File: config.mk
export PLATFORM = sky130hd
export DESIGN_NAME = store_write_buffer
export DESIGN_NICKNAME = d
export VERILOG_FILES = /design/src/rtl/store_write_buffer.sv
export SDC_FILE = /design/constraint.sdc
export NUM_CORES = 1
export LEC_CHECK = 0
export CAP_MARGIN = 15
export CORE_MARGIN = 10
export CORE_UTILIZATION = 58
export DETAILED_ROUTE_END_ITERATION = 8
export MAX_ROUTING_LAYER = met4
export PLACE_DENSITY_LB_ADDON = 0.05
export SLEW_MARGIN = 20
export SYNTH_ARGS = -nofsm -noshare
export SYNTH_HDL_FRONTEND = slang
export SYNTH_SLANG_ARGS = --single-unit
export TNS_END_PERCENT = 30
File: constraint.sdc
create_clock -name clk -period 9.79 [get_ports clk]
set_input_delay 1.958 -clock clk [delete_from_list [all_inputs] [get_ports clk]]
set_output_delay 1.958 -clock clk [all_outputs]
set_load 0.01 [all_outputs]
File: src/rtl/store_write_buffer.sv
// Registered store path: decodes SB/SH/SW, checks alignment and region access,
// and queues byte-enabled, lane-replicated writes in a FIFO toward memory.
module store_write_buffer #(
  parameter int                       NUM_REGIONS = 3,
  parameter int                       DEPTH       = 4,
  parameter logic [4*NUM_REGIONS-1:0] REGION_BASE = {4'b1100, 4'b0010, 4'b0001},
  parameter logic [4*NUM_REGIONS-1:0] REGION_MASK = {4'b1111, 4'b1110, 4'b1101},
  parameter logic [NUM_REGIONS-1:0]   PROT_MASK   = 3'b010,
  localparam int                      CW          = $clog2(DEPTH) + 1
) (
  input  logic                   clk,
  input  logic                   rst,
  input  logic                   st_valid,
  output logic                   st_ready,
  input  logic [5:0]             st_opcode,
  input  logic [31:0]            st_addr,
  input  logic [31:0]            st_data,
  input  logic [31:0]            st_pc,
  output logic                   mem_valid,
  input  logic                   mem_ready,
  output logic [NUM_REGIONS-1:0] mem_region,
  output logic [3:0]             mem_we,
  output logic [31:0]            mem_addr,
  output logic [31:0]            mem_data,
  output logic [CW-1:0]          buf_count,
  output logic                   buf_empty,
  output logic                   misalign_err,
  output logic                   unmapped_err
);

  localparam int PW = $clog2(DEPTH);
  localparam logic [CW-1:0] DEPTH_C = CW'(DEPTH);
  localparam logic [5:0] OP_SB = 6'h28;
  localparam logic [5:0] OP_SH = 6'h29;
  localparam logic [5:0] OP_SW = 6'h2B;

  logic is_sb, is_sh, is_sw, accept, misaligned, push, pop;
  logic [NUM_REGIONS-1:0] region_hit;
  logic [3:0]  we_new;
  logic [31:0] data_new;

  logic [CW-1:0] count_reg, count_after_pop, count_next;
  logic [PW-1:0] wr_ptr_reg, rd_ptr_reg, rd_ptr_next;

  logic [NUM_REGIONS-1:0] region_mem [DEPTH];
  logic [3:0]             we_mem     [DEPTH];
  logic [29:0]            addr_mem   [DEPTH];
  logic [31:0]            data_mem   [DEPTH];

  logic                   mem_valid_reg, mem_valid_next;
  logic [NUM_REGIONS-1:0] mem_region_reg, mem_region_next;
  logic [3:0]             mem_we_reg, mem_we_next;
  logic [29:0]            mem_addr_reg, mem_addr_next;
  logic [31:0]            mem_data_reg, mem_data_next;
  logic                   misalign_err_reg, unmapped_err_reg;

  logic unused_pc;
  assign unused_pc = ^{st_pc[31], st_pc[29:0]};

  assign is_sb = (st_opcode == OP_SB);
  assign is_sh = (st_opcode == OP_SH);
  assign is_sw = (st_opcode == OP_SW);

  assign st_ready   = (count_reg < DEPTH_C);
  assign accept     = st_valid && st_ready && (is_sb || is_sh || is_sw);
  assign misaligned = (is_sh && st_addr[0]) || (is_sw && (st_addr[1:0] != 2'b00));

  // Protected regions only count as a hit for privileged code.
  for (genvar gi = 0; gi < NUM_REGIONS; gi++) begin : g_region
    assign region_hit[gi] =
      ((st_addr[31:28] & REGION_MASK[4*gi +: 4]) ==
       (REGION_BASE[4*gi +: 4] & REGION_MASK[4*gi +: 4])) &&
      (!PROT_MASK[gi] || st_pc[30]);
  end

  assign push = accept && !misaligned && (region_hit != '0);
  assign pop  = mem_valid_reg && mem_ready;

  // Byte lane 0 (bit 3) is the lowest address: big-endian enables.
  always_comb begin
    we_new   = 4'b0000;
    data_new = st_data;
    if (is_sb) begin
      we_new   = 4'b1000 >> st_addr[1:0];
      data_new = {4{st_data[7:0]}};
    end else if (is_sh) begin
      we_new   = st_addr[1] ? 4'b0011 : 4'b1100;
      data_new = {2{st_data[15:0]}};
    end else if (is_sw) begin
      we_new   = 4'b1111;
    end
  end

  assign count_after_pop = count_reg - CW'(pop);
  assign count_next      = count_after_pop + CW'(push);
  assign rd_ptr_next     = pop ? rd_ptr_reg + PW'(1) : rd_ptr_reg;

  // Next head: bypass a store landing in an otherwise empty FIFO.
  always_comb begin
    mem_valid_next  = 1'b0;
    mem_region_next = '0;
    mem_we_next     = 4'b0000;
    mem_addr_next   = '0;
    mem_data_next   = '0;
    if (count_next != '0) begin
      mem_valid_next = 1'b1;
      if (push && (count_after_pop == '0)) begin
        mem_region_next = region_hit;
        mem_we_next     = we_new;
        mem_addr_next   = st_addr[31:2];
        mem_data_next   = data_new;
      end else begin
        mem_region_next = region_mem[rd_ptr_next];
        mem_we_next     = we_mem[rd_ptr_next];
        mem_addr_next   = addr_mem[rd_ptr_next];
        mem_data_next   = data_mem[rd_ptr_next];
      end
    end
  end

  always_ff @(posedge clk) begin
    if (push) begin
      region_mem[wr_ptr_reg] <= region_hit;
      we_mem[wr_ptr_reg]     <= we_new;
      addr_mem[wr_ptr_reg]   <= st_addr[31:2];
      data_mem[wr_ptr_reg]   <= data_new;
    end
  end

  always_ff @(posedge clk) begin
    if (rst) begin
      count_reg        <= '0;
      wr_ptr_reg       <= '0;
      rd_ptr_reg       <= '0;
      mem_valid_reg    <= 1'b0;
      mem_region_reg   <= '0;
      mem_we_reg       <= 4'b0000;
      mem_addr_reg     <= '0;
      mem_data_reg     <= '0;
      misalign_err_reg <= 1'b0;
      unmapped_err_reg <= 1'b0;
    end else begin
      count_reg        <= count_next;
      wr_ptr_reg       <= push ? wr_ptr_reg + PW'(1) : wr_ptr_reg;
      rd_ptr_reg       <= rd_ptr_next;
      mem_valid_reg    <= mem_valid_next;
      mem_region_reg   <= mem_region_next;
      mem_we_reg       <= mem_we_next;
      mem_addr_reg     <= mem_addr_next;
      mem_data_reg     <= mem_data_next;
      misalign_err_reg <= accept && misaligned;
      unmapped_err_reg <= accept && !misaligned && (region_hit == '0);
    end
  end

  assign mem_valid    = mem_valid_reg;
  assign mem_region   = mem_region_reg;
  assign mem_we       = mem_we_reg;
  assign mem_addr     = {mem_addr_reg, 2'b00};
  assign mem_data     = mem_data_reg;
  assign buf_count    = count_reg;
  assign buf_empty    = (count_reg == '0);
  assign misalign_err = misalign_err_reg;
  assign unmapped_err = unmapped_err_reg;

endmodule
# After elaboration in Yosys (flattened, before gate mapping)
# Memory sizes are Yosys's and may differ from the RTL's.
# Cells that the tools add are included.
[classes] shift=1 add_sub_neg=4 bitwise_logic=1 mux=14 magnitude_cmp=1 reduce_logical=22 eq_ne=6
[ops] op="32-bit two-way mux" count=3
[ops] op="30-bit two-way mux" count=1
[ops] op="4-bit two-way mux" count=5
[ops] op="6-bit == test, second input constant" count=3
[ops] op="1-bit logical AND" count=11
[ops] op="3-bit logical NOT" count=3
[ops] op="3-bit by 1-bit == test with 1-bit output, second input constant" count=2
[ops] op="3-bit nonzero test" count=2
[ops] op="2-bit by 1-bit adder with 2-bit output, second input constant" count=2
[ops] op="4-bit == test, second input constant" count=1
[ops] op="4-bit by 2-bit right shift with 4-bit output, first input constant" count=1
[ops] op="3-bit by 1-bit adder with 3-bit output" count=1
[ops] op="1-bit logical OR" count=3
[ops] op="3-bit less-than comparator, second input constant" count=1
[ops] op="1-bit two-way mux" count=3
[ops] op="3-bit two-way mux" count=1
[ops] op="3-bit by 1-bit subtractor with 3-bit output" count=1
[ops] op="2-bit two-way mux" count=1
[ops] op="2-bit nonzero test" count=1
[ops] op="2-bit OR reduction" count=1
[ops] op="1-bit logical NOT" count=1
[ops] op="1-bit NOT" count=1
[word_totals] elab_cells=63 ramBits=276 ff_bits=79 memories=4 inputBits=106
[mem_list] name="data_mem" words=4 width=32 read_ports=1 rd_clocked_by_memory_dff=0 write_ports=1 line="48" rtl="logic [31:0] data_mem [DEPTH];"
[mem_list] name="addr_mem" words=4 width=30 read_ports=1 rd_clocked_by_memory_dff=0 write_ports=1 line="47" rtl="logic [29:0] addr_mem [DEPTH];"
[mem_list] name="we_mem" words=4 width=4 read_ports=1 rd_clocked_by_memory_dff=0 write_ports=1 line="46" rtl="logic [3:0] we_mem [DEPTH];"
[mem_list] name="region_mem" words=4 width=3 read_ports=1 rd_clocked_by_memory_dff=0 write_ports=1 line="45" rtl="logic [NUM_REGIONS-1:0] region_mem [DEPTH];"

# Longest topological paths before layout
# Gate-level depths: netlist of the first run.
[logic_depth] ltp_word=10 ltp_mapped=14 depth_no_buf=9

# Worst setup path after synthesis of the first run
# Ideal clock, no wire load.
[synth_timing] kind="input port to flip-flop" startpoint="input port st_opcode[4]" endpoint="memory addr_mem[0][0], enable pin" t_arrival_ps=4431 setup_slack_ps=4924 required_ps=9355 stages=5 setup_time_ps=435 path_buffers=1 path_cell_list="and4bb_2 -> o2111ai_2 -> nor2b_1 -> clkbuf_1 -> and2_1"
[synth_between] elab_chain_cells=8 word_cells_on_any_way=14 cone_classes="3 x eq/ne; 2 x mux; 9 x reduce/logical"
[synth_rtl] element="from (decl)" line="15" rtl="input logic [5:0] st_opcode,"
[synth_rtl] element="6-bit == test, on equally long branches" line="60, 61, 62"
[synth_rtl] element="1-bit logical OR or 1-bit logical AND (tied branches)" line="65, 66"
[synth_rtl] element="1-bit logical OR, on equally long branches" line="65, 66"
[synth_rtl] element="1-bit logical AND or 1-bit logical NOT (tied branches)" line="65, 76"
[synth_rtl] element="1-bit logical AND (*) (2 in series)" line="76" rtl="assign push = accept && !misaligned && (region_hit != '0);"
[synth_rtl] element="net push" line="37" rtl="logic is_sb, is_sh, is_sw, accept, misaligned, push, pop;"
[synth_rtl] element="1-bit two-way mux (*)" line="122" rtl="if (push) begin"
[synth_rtl] element="1-bit two-way mux (not written as such) (*)" line="125" rtl="addr_mem[wr_ptr_reg] <= st_addr[31:2];"
[synth_rtl] element="to (decl)" line="47"
# The timed path passes the listed nets; every way through them passes the cells marked *.

# Worst setup path in the final report of the first run
[layout_timing] startpoint="input port mem_ready" endpoint="register mem_data_reg[19], in the netlist mem_data[19]"
[layout_between] elab_chain_cells=6 word_cells_on_any_way=11 cone_classes="2 x add/sub; 2 x mux; 1 x bitwise; 5 x reduce/logical; 1 x memory"
[layout_rtl] element="from (decl)" line="20" rtl="input logic mem_ready,"
[layout_rtl] element="1-bit logical AND (*)" line="77" rtl="assign pop = mem_valid_reg && mem_ready;"
[layout_rtl] element="3-bit by 1-bit subtractor with 3-bit output" line="94" rtl="assign count_after_pop = count_reg - CW'(pop);"
[layout_rtl] element="3-bit by 1-bit adder with 3-bit output" line="95" rtl="assign count_next = count_after_pop + CW'(push);"
[layout_rtl] element="3-bit nonzero test" line="105" rtl="if (count_next != '0) begin"
[layout_rtl] element="1-bit NOT (no line)"
[layout_rtl] element="2-bit OR reduction (no line)"
[layout_rtl] element="to (signal assigned)" line="150" rtl="mem_data_reg <= mem_data_next;"
[layout_rtl] element="to (decl)" line="54" rtl="logic [31:0] mem_data_reg, mem_data_next;"
# Mark *: on every way between the ends. The rest lies on a longest branch, timed or not.
# A chain may end at the register's enable or synchronous reset.

==> Flow_metrics.wiki, run 1 <==
{| class="wikitable"
! Metric !! Value
|-
| Status || complete, no violations
|-
| TritonCTS clock tree || built
|-
| Final period util || around three fifths
|-
| Most Used Layer, Global Route || met2
|-
| Clock transition at the register clock pins on the worst setup and hold paths after CTS || approximately 60 ps
|-
| Kind of critical path || in -> reg
|-
| Fin Hold WS || between 500 and 600 ps
|-
| Starting Density || 58.5%
|-
| Internal || 0.00295 W
|-
| Die Span Y || 179 microns
|-
| Final cell count without fillers || 1608
|-
| Number of port buffers || 151
|-
| Number of max-capacitance violations reported || 0
|-
| Sequential element share of the synthesized area || 67.5%
|-
| Met1 Track Usage GR || 29.0%
|-
| Total instance count after detailed placement || 1541
|-
| Area growth from synthesis to layout || 19.2%
|-
| Total half-perimeter wirelength after legalization and detailed placement || 19.3 mm
|-
| Filler Cell Count || 1794
|-
| Post-CTS setup-driven buffer insertion count || 0
|-
| Path type of the worst min-delay path || reg -> reg
|-
| Router iterations before antenna repair || 5
|-
| Fraction of final layout cells with drive strength greater than 1 || 7.36%
|-
| Hold Buf Count CTS || 0
|-
| Number of sinks on the clock net || 355
|-
| Wire length of the first global-routing pass || ~55 mm
|-
| CTS H-tree lvls || 2
|-
| Flop pwr share || 43.0%
|-
| Count of synthesis-stage warnings from yosys || 0
|-
| Number of buffers between clock root and the deepest sink || 3
|-
| GR met3 Demand/Resource || 4.32%
|-
| Clock Root Buffer || clkbuf_16
|-
| Clock network fraction of design power || 33.6%
|-
| PostCTS Resize Cnt || 0
|-
| Vias per std cell || ~6
|-
| Data arrival time at the worst-slack endpoint || 6150 ps
|-
| Num rows || between 50 and 60
|-
| Core box area || 25000 sq um
|-
| Die area || 31900 sq um
|-
| Number of global-route vias before repair || a little under 10000
|-
| Slew Limit Headroom || 25.5%
|-
| Share of synthesized flip-flops with an asynchronous set or reset || 0%
|-
| Static leakage || 6.09 nW
|-
| Required arrival time at the worst endpoint || 10180 ps
|-
| CTS Buf Count || 37
|-
| X dimension of the die || 179 microns
|-
| Number of hold-slack violations in the final timing report || 0
|-
| Most frequently used flop master after synthesis || edfxtp_1
|-
| Later-pin clock latency in the skew report || 520 ps
|-
| Antenna violations before repair || 0
|-
| Highest ir drop seen on vdd || 0.217 mV
|-
| Endpoint class of the critical path || register
|-
| Combined global-route utilization of all metal layers || 22.7%
|-
| Netlist area before placement || between 10000 and 15000 sq um
|-
| Global-route track usage on met2 || 36.6%
|-
| I/O pin count || 185
|-
| GP Congestion || 0.799
|-
| Number of unique standard cell types used by synthesis || 47
|-
| Unrepaired setup endpoints after global routing || no
|-
| Highest attainable clock frequency || approximately 170 MHz
|-
| Pin count of the biggest net entering global routing || 137
|-
| Slew at the pin with the worst max-slew slack || 1120 ps
|-
| Net switching fraction of the power || ~28%
|-
| Number of design-rule violations left by the first detailed-router iteration || 871
|-
| Routed length per placed instance || 22.1 microns
|-
| Instance count of the mapped netlist || around 1100
|-
| Avg Synthesized Cell Area || 12.8 sq um
|-
| Number of storage elements in the synthesis netlist || 355
|-
| Total power per unit cell area || approximately 230 nW/um^2
|-
| Final setup violation count || 0
|-
| Remaining number of nets flagged by the antenna check after routing || 0
|-
| Count of nets after finishing || about 1400
|-
| # diodes || 0
|-
| Fraction of the core area covered by cells at the end of the flow || about 70%
|-
| Number of max-slew violations in the final report || 0
|-
| Leftover overflow at the end of global routing || 0
|-
| Part of the total power dissipated in combinational logic || 23.5%
|-
| Category of the worst setup path launch point || input port
|-
| Setup TNS || 0 ps
|-
| Fin crit period || between 5000 and 6000 ps
|-
| Clock Skews || 19.9 ps
|-
| Post-synth EDFFs || 276
|-
| DRC errors left || 0
|-
| Reported net switching power || 0.00114 W
|-
| Largest fanout on the critical path || 136
|-
| Total wirelength of the detailed-routed design || 35.6 mm
|-
| Flip-flop count of the largest register after layout || ~130
|-
| Vias || 9856
|}
==> kinds of logic (layout without fill, tap and decap cells) <==
family	Yosys count	count (layout)	synth area share (%)
adder cells (fa/ha/maj)	8	8	0.685
flip-flops	355	355	67.5
AO/OA/AOI/OAI	276	276	14.0
XOR/XNOR	4	4	0.291
AND/OR/NAND/NOR	345	345	11.1
buffers and inverters	126	260	4.09
multiplexers	28	28	2.17
other	1	2	0.0257
==> per-stage QoR <==
| stage | power, W | instance area, sq um | worst slack, ps |
|---|---|---|---|
| floorplan | 0.00235 | 14600 | 4920 |
| global placement | 0.00272 | 16200 | 3780 |
| detailed placement | 0.00274 | 16200 | 3680 |
| CTS | 0.00411 | 17400 | 4180 |
| global route | 0.00425 | 17400 | 3900 |
| finish | 0.00409 | 17400 | 4030 |
==> power groups by stage <==
stage | logic, W | clock network (W) | registers, W
after floorplan | 0.000532 | 0 | 0.00182
after global placement | 0.000937 | 0 | 0.00179
after detailed placement | 0.000955 | 0 | 0.00179
after CTS | 0.000963 | 0.00139 | 0.00176
after global routing | 0.00104 | 0.00145 | 0.00176
final | 0.000958 | 0.00137 | 0.00176
==> synth_stat cells, types with 3 or more instances <==
cell type,count,share of area [%]
edfxtp_1,276,57
nand2_1,220,5.7
a211oi_1,99,5.1
and3_1,84,3.6
dfxtp_1,79,11
a21oi_1,78,2.7
a311o_1,58,4.0
clkbuf_1,46,1.2
buf_2,27,0.92
inv_1,25,0.64
mux2i_1,25,1.7
buf_4,22,1.1
a31oi_1,17,0.73
nor2_1,13,0.33
a311oi_1,8,0.48
ha_1,8,0.69
nor2b_1,7,0.30
a221oi_1,6,0.36
and2_1,5,0.21
a21o_1,3,0.15
a221oi_2,3,0.31
mux4_2,3,0.46
nand2b_1,3,0.13
==> final cells by class <==
class                           instances  area, sq um  share of cell area, %
Clock buffer                           53         1080                   6.19
Clock inverter                         14          119                  0.683
Inverter                               27          101                  0.582
Multi-Input combinational cell        663         4190                   24.1
Sequential cell                       355         9870                   56.7
Tap cell                              330          413                   2.37
Timing Repair Buffer                  166         1640                   9.40
==> routing by layer <==
layer / part of all wire (%) / vias to the layer above
met4: 2.1 / 0
met2: 48 / 352
met1: 42 / 4915
met5: 0 / -
met3: 7.3 / 66
li1: - / 4523
==> worst max-delay path, stage by stage <==
cell and delay [ps]:
clkdlybuf4s50_1 400, buf_4 260, nand2_2 90, buf_4 560
clkinv_1 550, ha_1 350, ha_1 180, xnor2_1 210
nand3_1 160, nor3b_4 230, buf_12 400, a211oi_1 140
a211oi_1 360
==> cells in the final DEF, fill, tap and decap left out, types with 8 or more instances in the layout <==
cell,count
inv_1,25
a311o_1,58
edfxtp_1,276
nor2_1,13
clkbuf_1,9
a211oi_1,99
nand2_1,219
clkdlybuf4s50_1,151
a311oi_1,8
buf_4,14
and3_1,84
ha_1,8
a31oi_1,17
a21oi_1,78
mux2i_1,25
clkbuf_16,39
dfxtp_1,78
==> final timing paths <==
check                                      to  slack [ps]     startpoint  depth (start not counted)
worst min-delay path            wr_ptr_reg[1]         570  wr_ptr_reg[1]                          2
worst max register to register   mem_data[19]        5870      mem_valid                         11
worst min register to register  wr_ptr_reg[1]         570  wr_ptr_reg[1]                          2
worst max-delay path             mem_data[19]        4030      mem_ready                         13
Note: power is estimated with default switching activity, not from simulation.
==> inputs of run 2 (changes only) <==
CORE_UTILIZATION = 50   (was 58)
clock period = 5.2 ns   (was 9.79 ns; I/O delays follow)
==> Flow_metrics.wiki, run 2 (synthesis results as in run 1) <==
{| class="wikitable"
! Metric !! Value
|-
| Flip-flop count of the largest register after layout || between 100 and 150
|-
| Die Span Y || 191 microns
|-
| DRC errors left || 0
|-
| Fin crit period || ~3800 ps
|-
| TritonCTS clock tree || built
|-
| Routed length per placed instance || about 22 microns
|-
| I/O pin count || 185
|-
| Fin Hold WS || 559 ps
|-
| Endpoint class of the critical path || register
|-
| Clock Root Buffer || clkbuf_16
|-
| Core box area || 28800 sq um
|-
| Num rows || 62
|-
| Commonest non-fill, non-tap cells in the layout || 276 x edfxtp_1, 219 x nand2_1, 151 x clkdlybuf4s50_1, 99 x a211oi_1, 84 x and3_1
|-
| Required arrival time at the worst endpoint || 5580 ps
|-
| Number of global-route vias before repair || just under 10000
|-
| Highest attainable clock frequency || 266 MHz
|-
| Static leakage || 6.17 nW
|-
| # diodes || 0
|-
| Starting Density || 50.8%
|-
| Slew Limit Headroom || between 30 and 40%
|-
| Highest ir drop seen on vdd || 0.269 mV
|-
| Later-pin clock latency in the skew report || 520 ps
|-
| Cells along the critical path || clkdlybuf4s50_1 -> nor4bb_4 -> a21o_1 -> nor2b_1 -> ha_1 -> ha_1 -> nor2_1 -> a21o_2 -> buf_4 -> a211oi_1
|-
| Total power per unit cell area || 436 nW/um^2
|-
| Max stage delay on crit path || between 600 and 700 ps
|-
| CTS Buf Count || 38
|-
| Number of port buffers || 151
|-
| Number of sinks on the clock net || 355
|-
| Cell seen most often among critical-path stages || ha_1
|-
| Most common cell after layout, fill and taps aside || edfxtp_1
|-
| Clock Skews || between 10 and 15 ps
|-
| Combined global-route utilization of all metal layers || roughly a fifth
|-
| Count of nets after finishing || roughly 1400
|-
| CTS H-tree lvls || 2
|-
| Kind of critical path || in -> reg
|-
| Wire length of the first global-routing pass || 55.7 mm
|-
| X dimension of the die || 191 microns
|-
| PostCTS Resize Cnt || 0
|-
| Slew at the pin with the worst max-slew slack || 1040 ps
|-
| Number of design-rule violations left by the first detailed-router iteration || 755
|-
| Hold Buf Count CTS || 0
|-
| Post-CTS setup-driven buffer insertion count || 0
|-
| Status || complete, no violations
|-
| Path type of the worst min-delay path || reg -> reg
|-
| Total half-perimeter wirelength after legalization and detailed placement || 21.5 mm
|-
| Vias || roughly 9700
|-
| Final setup violation count || 0
|-
| Fraction of the core area covered by cells at the end of the flow || about three fifths
|-
| Die area || about 36000 sq um
|-
| Fraction of final layout cells with drive strength greater than 1 || 8.12%
|-
| Number of hold-slack violations in the final timing report || 0
|-
| Final period util || 72.4%
|-
| Number of buffers between clock root and the deepest sink || 3
|-
| Number of max-slew violations in the final report || 0
|-
| Total wirelength of the detailed-routed design || 36.4 mm
|-
| Data arrival time at the worst-slack endpoint || 4140 ps
|-
| Area growth from synthesis to layout || 20.7%
|-
| Category of the worst setup path launch point || input port
|-
| Unrepaired setup endpoints after global routing || no
|-
| Leftover overflow at the end of global routing || 0
|-
| Number of max-capacitance violations reported || 0
|-
| Setup TNS || 0 ps
|-
| GP Congestion || 0.774
|-
| Router iterations before antenna repair || 5
|-
| Slowest cell on crit path || clkdlybuf4s50_1
|-
| Remaining number of nets flagged by the antenna check after routing || 0
|-
| Largest fanout on the critical path || 25
|-
| Antenna violations before repair || 0
|-
| Pin count of the biggest net entering global routing || a little under 100
|-
| Clock transition at the register clock pins on the worst setup and hold paths after CTS || roughly 60 ps
|-
| Vias per std cell || slightly below 6
|}
run 2: final timing paths:
check	start	endpoint	slack, ps	depth (start not counted)
worst max register to register	mem_valid	mem_data[6]	2060	7
worst min register to register	wr_ptr_reg[1]	wr_ptr_reg[1]	560	2
worst min-delay path	wr_ptr_reg[1]	wr_ptr_reg[1]	560	2
worst max-delay path	st_addr[30]	mem_data[16]	1440	10
run 2: layer usage:
layer | wire length [microns] | global-route usage (%) | vias up
li1 | - | - | 4565
met1 | 16100 | 26.3 | 4815
met2 | 17800 | 32.6 | 266
met3 | 1920 | 3.08 | 49
met4 | 606 | 4.82 | 0
met5 | 0 | - | -
run 2: report_power, final:
group	internal [W]	total (W)	switching [W]
Clock	0.00149	0.00254	0.00105
Combinational	0.000809	0.00182	0.00101
Sequential	0.00323	0.00333	0.0000958
run 2: per-stage QoR:
stage / area [sq um] / setup slack, ps / std cells / power, W
after global routing: 17600 / 1220 / 1677 / 0.00802
after CTS: 17600 / 1450 / 1677 / 0.00775
after global placement: 16500 / 950 / 1608 / 0.00519
after floorplan: 14600 / 1250 / 1144 / 0.00443
after detailed placement: 16500 / 947 / 1608 / 0.00521
final: 17600 / 1440 / 1677 / 0.00769
run 2: final cells by class:
class | count | area [sq um]
clock buffer | 51 | 1030
clock inverter | 18 | 139
fill | 2282 | 11100
inverter | 27 | 101
multi-input combinational | 663 | 4190
sequential | 355 | 9870
tap | 384 | 480
timing repair buffer | 179 | 1830
run 2: worst max-delay path: cells and delay by family:
kind                     cells  cell delay, ps
adder cells (fa/ha/maj)      2             500
buffers and inverters        2            1030
AND/OR/NAND/NOR              3            1050
AO/OA/AOI/OAI                3             500
==> patch 1, RTL diff (config.mk and constraints of run 2) <==
Set the parameter `DEPTH` to 8 (it was 4).
--- a/src/rtl/store_write_buffer.sv
+++ b/src/rtl/store_write_buffer.sv
@@ -2,7 +2,7 @@
 // and queues byte-enabled, lane-replicated writes in a FIFO toward memory.
 module store_write_buffer #(
   parameter int                       NUM_REGIONS = 3,
-  parameter int                       DEPTH       = 4,
+  parameter int                       DEPTH       = 8,
   parameter logic [4*NUM_REGIONS-1:0] REGION_BASE = {4'b1100, 4'b0010, 4'b0001},
   parameter logic [4*NUM_REGIONS-1:0] REGION_MASK = {4'b1111, 4'b1110, 4'b1101},
   parameter logic [NUM_REGIONS-1:0]   PROT_MASK   = 3'b010,
Ports: changed (resized buf_count); port bits go from 185 to 186. The function was not compared with the original's and may differ.
==> patch 1 against run 2 <==
Final area up 77%; setup slack worse by 190 ps; total power rose by 86%; synthesized area is 82% higher; sequential cell count up 279; sequential share of layout area is 2.4 points higher; wire length rose by 88%; register-to-register slack worse by 200 ps; critical endpoint is now mem_we[2]$_SDFF_PP0_.
==> patch 1: results (changes against run 2) <==
Drt
  – WL final: 68600 um (was 36400 um)
  – Initial DRC count: 1534 (was 755)
  – Vias/cell: 6.34 (was 5.78)
  – Drt wl/cell: 26.9 um (was 21.7 um)

STA
  – Max-Slew Margin vs Limit: 0.293 (was 0.304)
  – Clk_skew: 22.5 ps (was 13.7 ps)

CTS
  – TritonCTS Buffers: 68 (was 38)
  – Root Buffer: clkbuf_16 (unchanged)
  – Clock buffer depth: 3 (unchanged)
  – CTS HTree Levels: 3 (was 2)
  – Worst-path clk slew: 60 ps (about the same)
  – Worst-Skew Late Latency: 590 ps (was 520 ps)

Global route
  – Vias in the first global route: 16500 (was 9605)
  – Initial antenna violation count: 4 (was 0)
  – Global-route wire length before repair: 104000 um (was 55700 um)
  – Largest net degree at the start of global routing: 105 (was 97)
  – Gr usage total: 0.223 (was 0.201)

Critical path
  – Crit Path Max Fanout: 24 (was 25)
  – Critical path arrival: 4430 ps (was 4140 ps)
  – CP peak stage delay: 640 ps (was 670 ps)
  – Largest delay contributor family on the critical path: buffers and inverters (was simple AND/OR/NAND/NOR gates)
  – Worst-path cell with the longest stage delay: clkdlybuf4s50_1 (unchanged)

Place
  – Final HPWL DP: 36600 um (was 21500 um)
  – Final GP Congestion: 0.766 (was 0.774)
  – Number of port buffers: 152 (was 151)
  – Cell count after placement: 2423 (was 1608)
  – Pre-CTS setup slack: 686 ps (was 947 ps)
  – Area after DPL: 29000 um^2 (was 16500 um^2)

Power
  – Leakage Power: 10.2 nW (was 6.17 nW)
  – Peak supply drop: 318 uV (was 269 uV)

Synthesis
  – Ys async rst share: 0 (unchanged)
  – Synth area leaders: edfxtp_1 (62%), mux4_2 (6.9%), dfxtp_1 (6.2%) (was edfxtp_1 (57%), dfxtp_1 (11%), nand2_1 (5.7%))
  – Distinct cells, synth: 50 (was 47)
  – Synth Instances: 1682 (was 1143)
  – Seq/Total Area, Yosys: 0.685 (was 0.675)
  – Synth warn: 0 (unchanged)
  – Commonest cells in the synthesized netlist: edfxtp_1 (552), a21oi_1 (170), a211oi_1 (169), clkbuf_1 (92) (was edfxtp_1 (276), nand2_1 (220), a211oi_1 (99), and3_1 (84), dfxtp_1 (79))
  – Number of flops mapped to enable cells by yosys: 552 (was 276)

Min path
  – HP Class: reg -> reg (unchanged)

Status
  – Status: complete, no violations (unchanged)

Cells and area
  – Largest regs: data_mem: 256 flops, addr_mem: 240 flops
  – Filler cells: 3993 (was 2282)
  – # nets final: 1917 (was 1378)
  – Layout cells sized above 1: 0.165 (was 0.0812)
==> patch 1: cell types whose count changed after synthesis, moves of 56 or more <==
cell | run 2 | this run
nor4b_1 | 1 | 59
a21oi_1 | 78 | 170
a211oi_1 | 99 | 169
o2bb2ai_1 | 0 | 56
nand2_1 | 220 | 63
edfxtp_1 | 276 | 552
mux4_2 | 3 | 82
a311o_1 | 58 | 0
==> patch 1: kinds of logic after synthesis <==
group                    count (synthesis)  share of synthesized area
XOR/XNOR                                 8                    0.00390
buffers and inverters                  164                     0.0276
AO/OA/AOI/OAI                          494                      0.133
flip-flops                             634                      0.684
multiplexers                           148                     0.0954
other                                    1                   0.000141
adder cells (fa/ha/maj)                  6                    0.00282
AND/OR/NAND/NOR                        227                     0.0521
==> patch 1: cell type report <==
type                       instances  area, um^2  share of cell area
clock inverter                    31         318              0.0102
clock buffer                      94        1900              0.0608
timing repair buffer             205        2040              0.0654
sequential                       634       18200               0.583
tap                              688         861              0.0276
multi-input combinational        885        7840               0.251
inverter                          11        43.8             0.00140
antenna                            4        10.0            0.000320
==> patch 1: path summary, 6_finish.rpt <==
path,startpoint,end,slack (ps),cells after the start
setup / recovery,st_addr[31],mem_we[2]$_SDFF_PP0_,1250,14
hold / removal,data_mem[2][10]$_DFFE_PP_,mem_data[10]$_SDFF_PP0_,710,3
setup reg to reg,rd_ptr_reg[0]$_SDFF_PP0_,mem_addr_reg[4]$_SDFF_PP0_,1860,7
hold reg to reg,data_mem[2][10]$_DFFE_PP_,mem_data[10]$_SDFF_PP0_,710,3
==> patch 1: stage by stage <==
step	setup TNS, ps	hold slack, ps	power (mW)
5_1_grt	0	738	14.9
6_report	0	709	14.3
3_5_place_dp	0	689	9.66
4_1_cts	0	700	14.4
3_3_place_gp	0	683	9.62
2_1_floorplan	-296470	560	8.31
==> patch 1: per-layer routing <==
layer	GRT usage	vias up	wire, um
met5	-	-	0
met4	0.0508	0	1150
met3	0.0477	100	4950
met2	0.337	559	32300
met1	0.306	8337	30100
li1	-	7192	-
==> patch 1: worst register-to-register path: cells and delay by family, from the launching register on <==
kind,cells,cell delay (ps)
flops,1,840
simple gates,1,280
mux,2,700
fa+ha+maj,1,310
xor+xnor,1,280
buf+inv,1,690
compound gates,1,110
==> patch 1: where the power goes <==
group	switching, mW	internal, mW	total (mW)
Clock	1.94	2.82	4.76
Combinational	2.02	1.58	3.60
Sequential	0.166	5.77	5.94
Total	4.13	10.2	14.3
==> patch 2, RTL diff (settings of run 2) <==
Made on the original files. Make the reset (`rst`) asynchronous in one clocked block.
--- a/src/rtl/store_write_buffer.sv
+++ b/src/rtl/store_write_buffer.sv
@@ -127,7 +127,7 @@
     end
   end
 
-  always_ff @(posedge clk) begin
+  always_ff @(posedge clk or posedge rst) begin
     if (rst) begin
       count_reg        <= '0;
       wr_ptr_reg       <= '0;
Formal check against the unedited RTL: differs if rst is asserted again (counterexample within 4 cycles, from zero or initial values and one cycle with rst high); with rst held inactive, the same outputs for 4 cycles.
==> patch 2 against run 2 <==
Combinational power is 84% higher; total power is 25% higher; via count is 8.5% higher; cell count is 5.6% higher; register-to-register slack worse by 180 ps; synthesized area is 9.6% higher; sequential cell count stayed put; sequential share of layout area is 1.6 points lower; setup slack worse by 400 ps; wire length is 5.4% higher; final area is 7.1% higher; critical endpoint is now mem_addr_reg[3]$_DFF_PP0_.
==> patch 2: results (changes against run 2) <==
CTS
  – Worst-path clk slew: 60 ps (about the same)
  – Root Buffer: clkbuf_16 (unchanged)
  – Clock buffer depth: 3 (unchanged)
  – TritonCTS Buffers: 38 (unchanged)
  – CTS HTree Levels: 2 (unchanged)
  – Worst-Skew Late Latency: 530 ps

Synthesis
  – Commonest cells in the synthesized netlist: edfxtp_1 (276), nor2_1 (110), nor3_1 (105), dfrtp_1 (79), o21ai_1 (77) (was edfxtp_1 (276), nand2_1 (220), a211oi_1 (99), and3_1 (84), dfxtp_1 (79))
  – Distinct cells, synth: 52 (was 47)
  – Synth warn: 0 (unchanged)
  – Ys async rst share: 0.223 (was 0)
  – Mean Syn Cell Area: 13.0 um^2 (was 12.8 um^2)
  – Seq/Total Area, Yosys: 0.641 (was 0.675)
  – Synth area leaders: edfxtp_1 (52%), dfrtp_1 (12%), mux2_2 (5.3%) (was edfxtp_1 (57%), dfxtp_1 (11%), nand2_1 (5.7%))

Critical path
  – R2R Path Start: buf_count[2]$_DFF_PP0_ (was mem_valid$_SDFF_PP0_)
  – R2r worst-path depth: 11 (was 7)
  – Critical Path End: mem_addr_reg[3]$_DFF_PP0_ (was mem_data[16]$_SDFF_PP0_)
  – CP peak stage delay: 600 ps (was 670 ps)
  – Crit Path Max Fanout: 15 (was 25)
  – Critical path launch point: st_addr[29] (was st_addr[30])
  – Flop-to-flop setup slack: 1880 ps (was 2060 ps)
  – Critical path arrival: 4550 ps (was 4140 ps)

Place
  – Cell count after placement: 1700 (was 1608)
  – Pre-CTS setup slack: 491 ps (was 947 ps)
  – Final GP Congestion: 0.733 (was 0.774)
  – Area after DPL: 17700 um^2 (was 16500 um^2)
  – Number of port buffers: 151 (unchanged)
  – Final HPWL DP: 22000 um (was 21500 um)

Drt
  – Drt wl/cell: 21.7 um (about the same)
  – Vias/cell: 5.94 (was 5.78)
  – Initial DRC count: 700 (was 755)

Cells and area
  – # nets final: 1452 (was 1378)
  – Non-filler cells, final: 1771 (was 1677)
  – Layout cells sized above 1: 0.148 (was 0.0812)

Global route
  – Global-route wire length before repair: 59900 um (was 55700 um)
  – Initial antenna violation count: 1 (was 0)
  – Gr usage total: 0.199 (was 0.201)
  – Vias in the first global route: 10600 (was 9605)
  – Largest net degree at the start of global routing: 101 (was 97)

Power
  – Peak supply drop: 295 uV (was 269 uV)
  – Leakage Power: 6.32 nW (was 6.17 nW)

STA
  – Clk_skew: 21.3 ps (was 13.7 ps)
  – Final Setup Violations: 0 (unchanged)
  – Worst setup margin: 1040 ps (was 1440 ps)
  – Max-Slew Margin vs Limit: 0.312 (was 0.304)
  – Slew Limit Fails: 0 (unchanged)
  – Hold WS: 633 ps (was 559 ps)

Min path
  – Hold EP: wr_ptr_reg[1]$_DFFE_PP0P_ (was wr_ptr_reg[1]$_SDFFE_PP0P_)
  – Worst hold start: wr_ptr_reg[1]$_DFFE_PP0P_ (was wr_ptr_reg[1]$_SDFFE_PP0P_)
  – HP Class: reg -> reg (unchanged)

Status
  – Status: complete, no violations (unchanged)
patch 2: layout make-up:
type | count | area (um^2)
fill | 2485 | 12700
sequential | 355 | 10300
multi-input combinational | 753 | 5140
timing repair buffer | 177 | 1760
clock buffer | 55 | 1020
tap | 402 | 503
clock inverter | 15 | 149
inverter | 13 | 56.3
antenna | 1 | 2.50
patch 2: metal layers:
| layer | part of all wire | global-route usage |
|---|---|---|
| met1 | 0.44 | 0.253 |
| met2 | 0.49 | 0.329 |
| met3 | 0.055 | 0.0319 |
| met4 | 0.018 | 0.0489 |
| met5 | 0 | - |
patch 2: cell families after synthesis:
family	after synthesis	synth area share
AOI/OAI and AO/OA	276	0.117
xor gates and xnor gates	5	0.00422
adders and majority gates	8	0.00625
buffers and inverters	124	0.0403
DFF	355	0.641
muxes	101	0.0753
other	1	0.000234
and+or+nand+nor	361	0.116
patch 2: where the power goes:
group	switching (mW)	internal [mW]	total (mW)
clock network	1.08	1.48	2.56
logic	1.77	1.57	3.34
registers	0.319	3.39	3.71
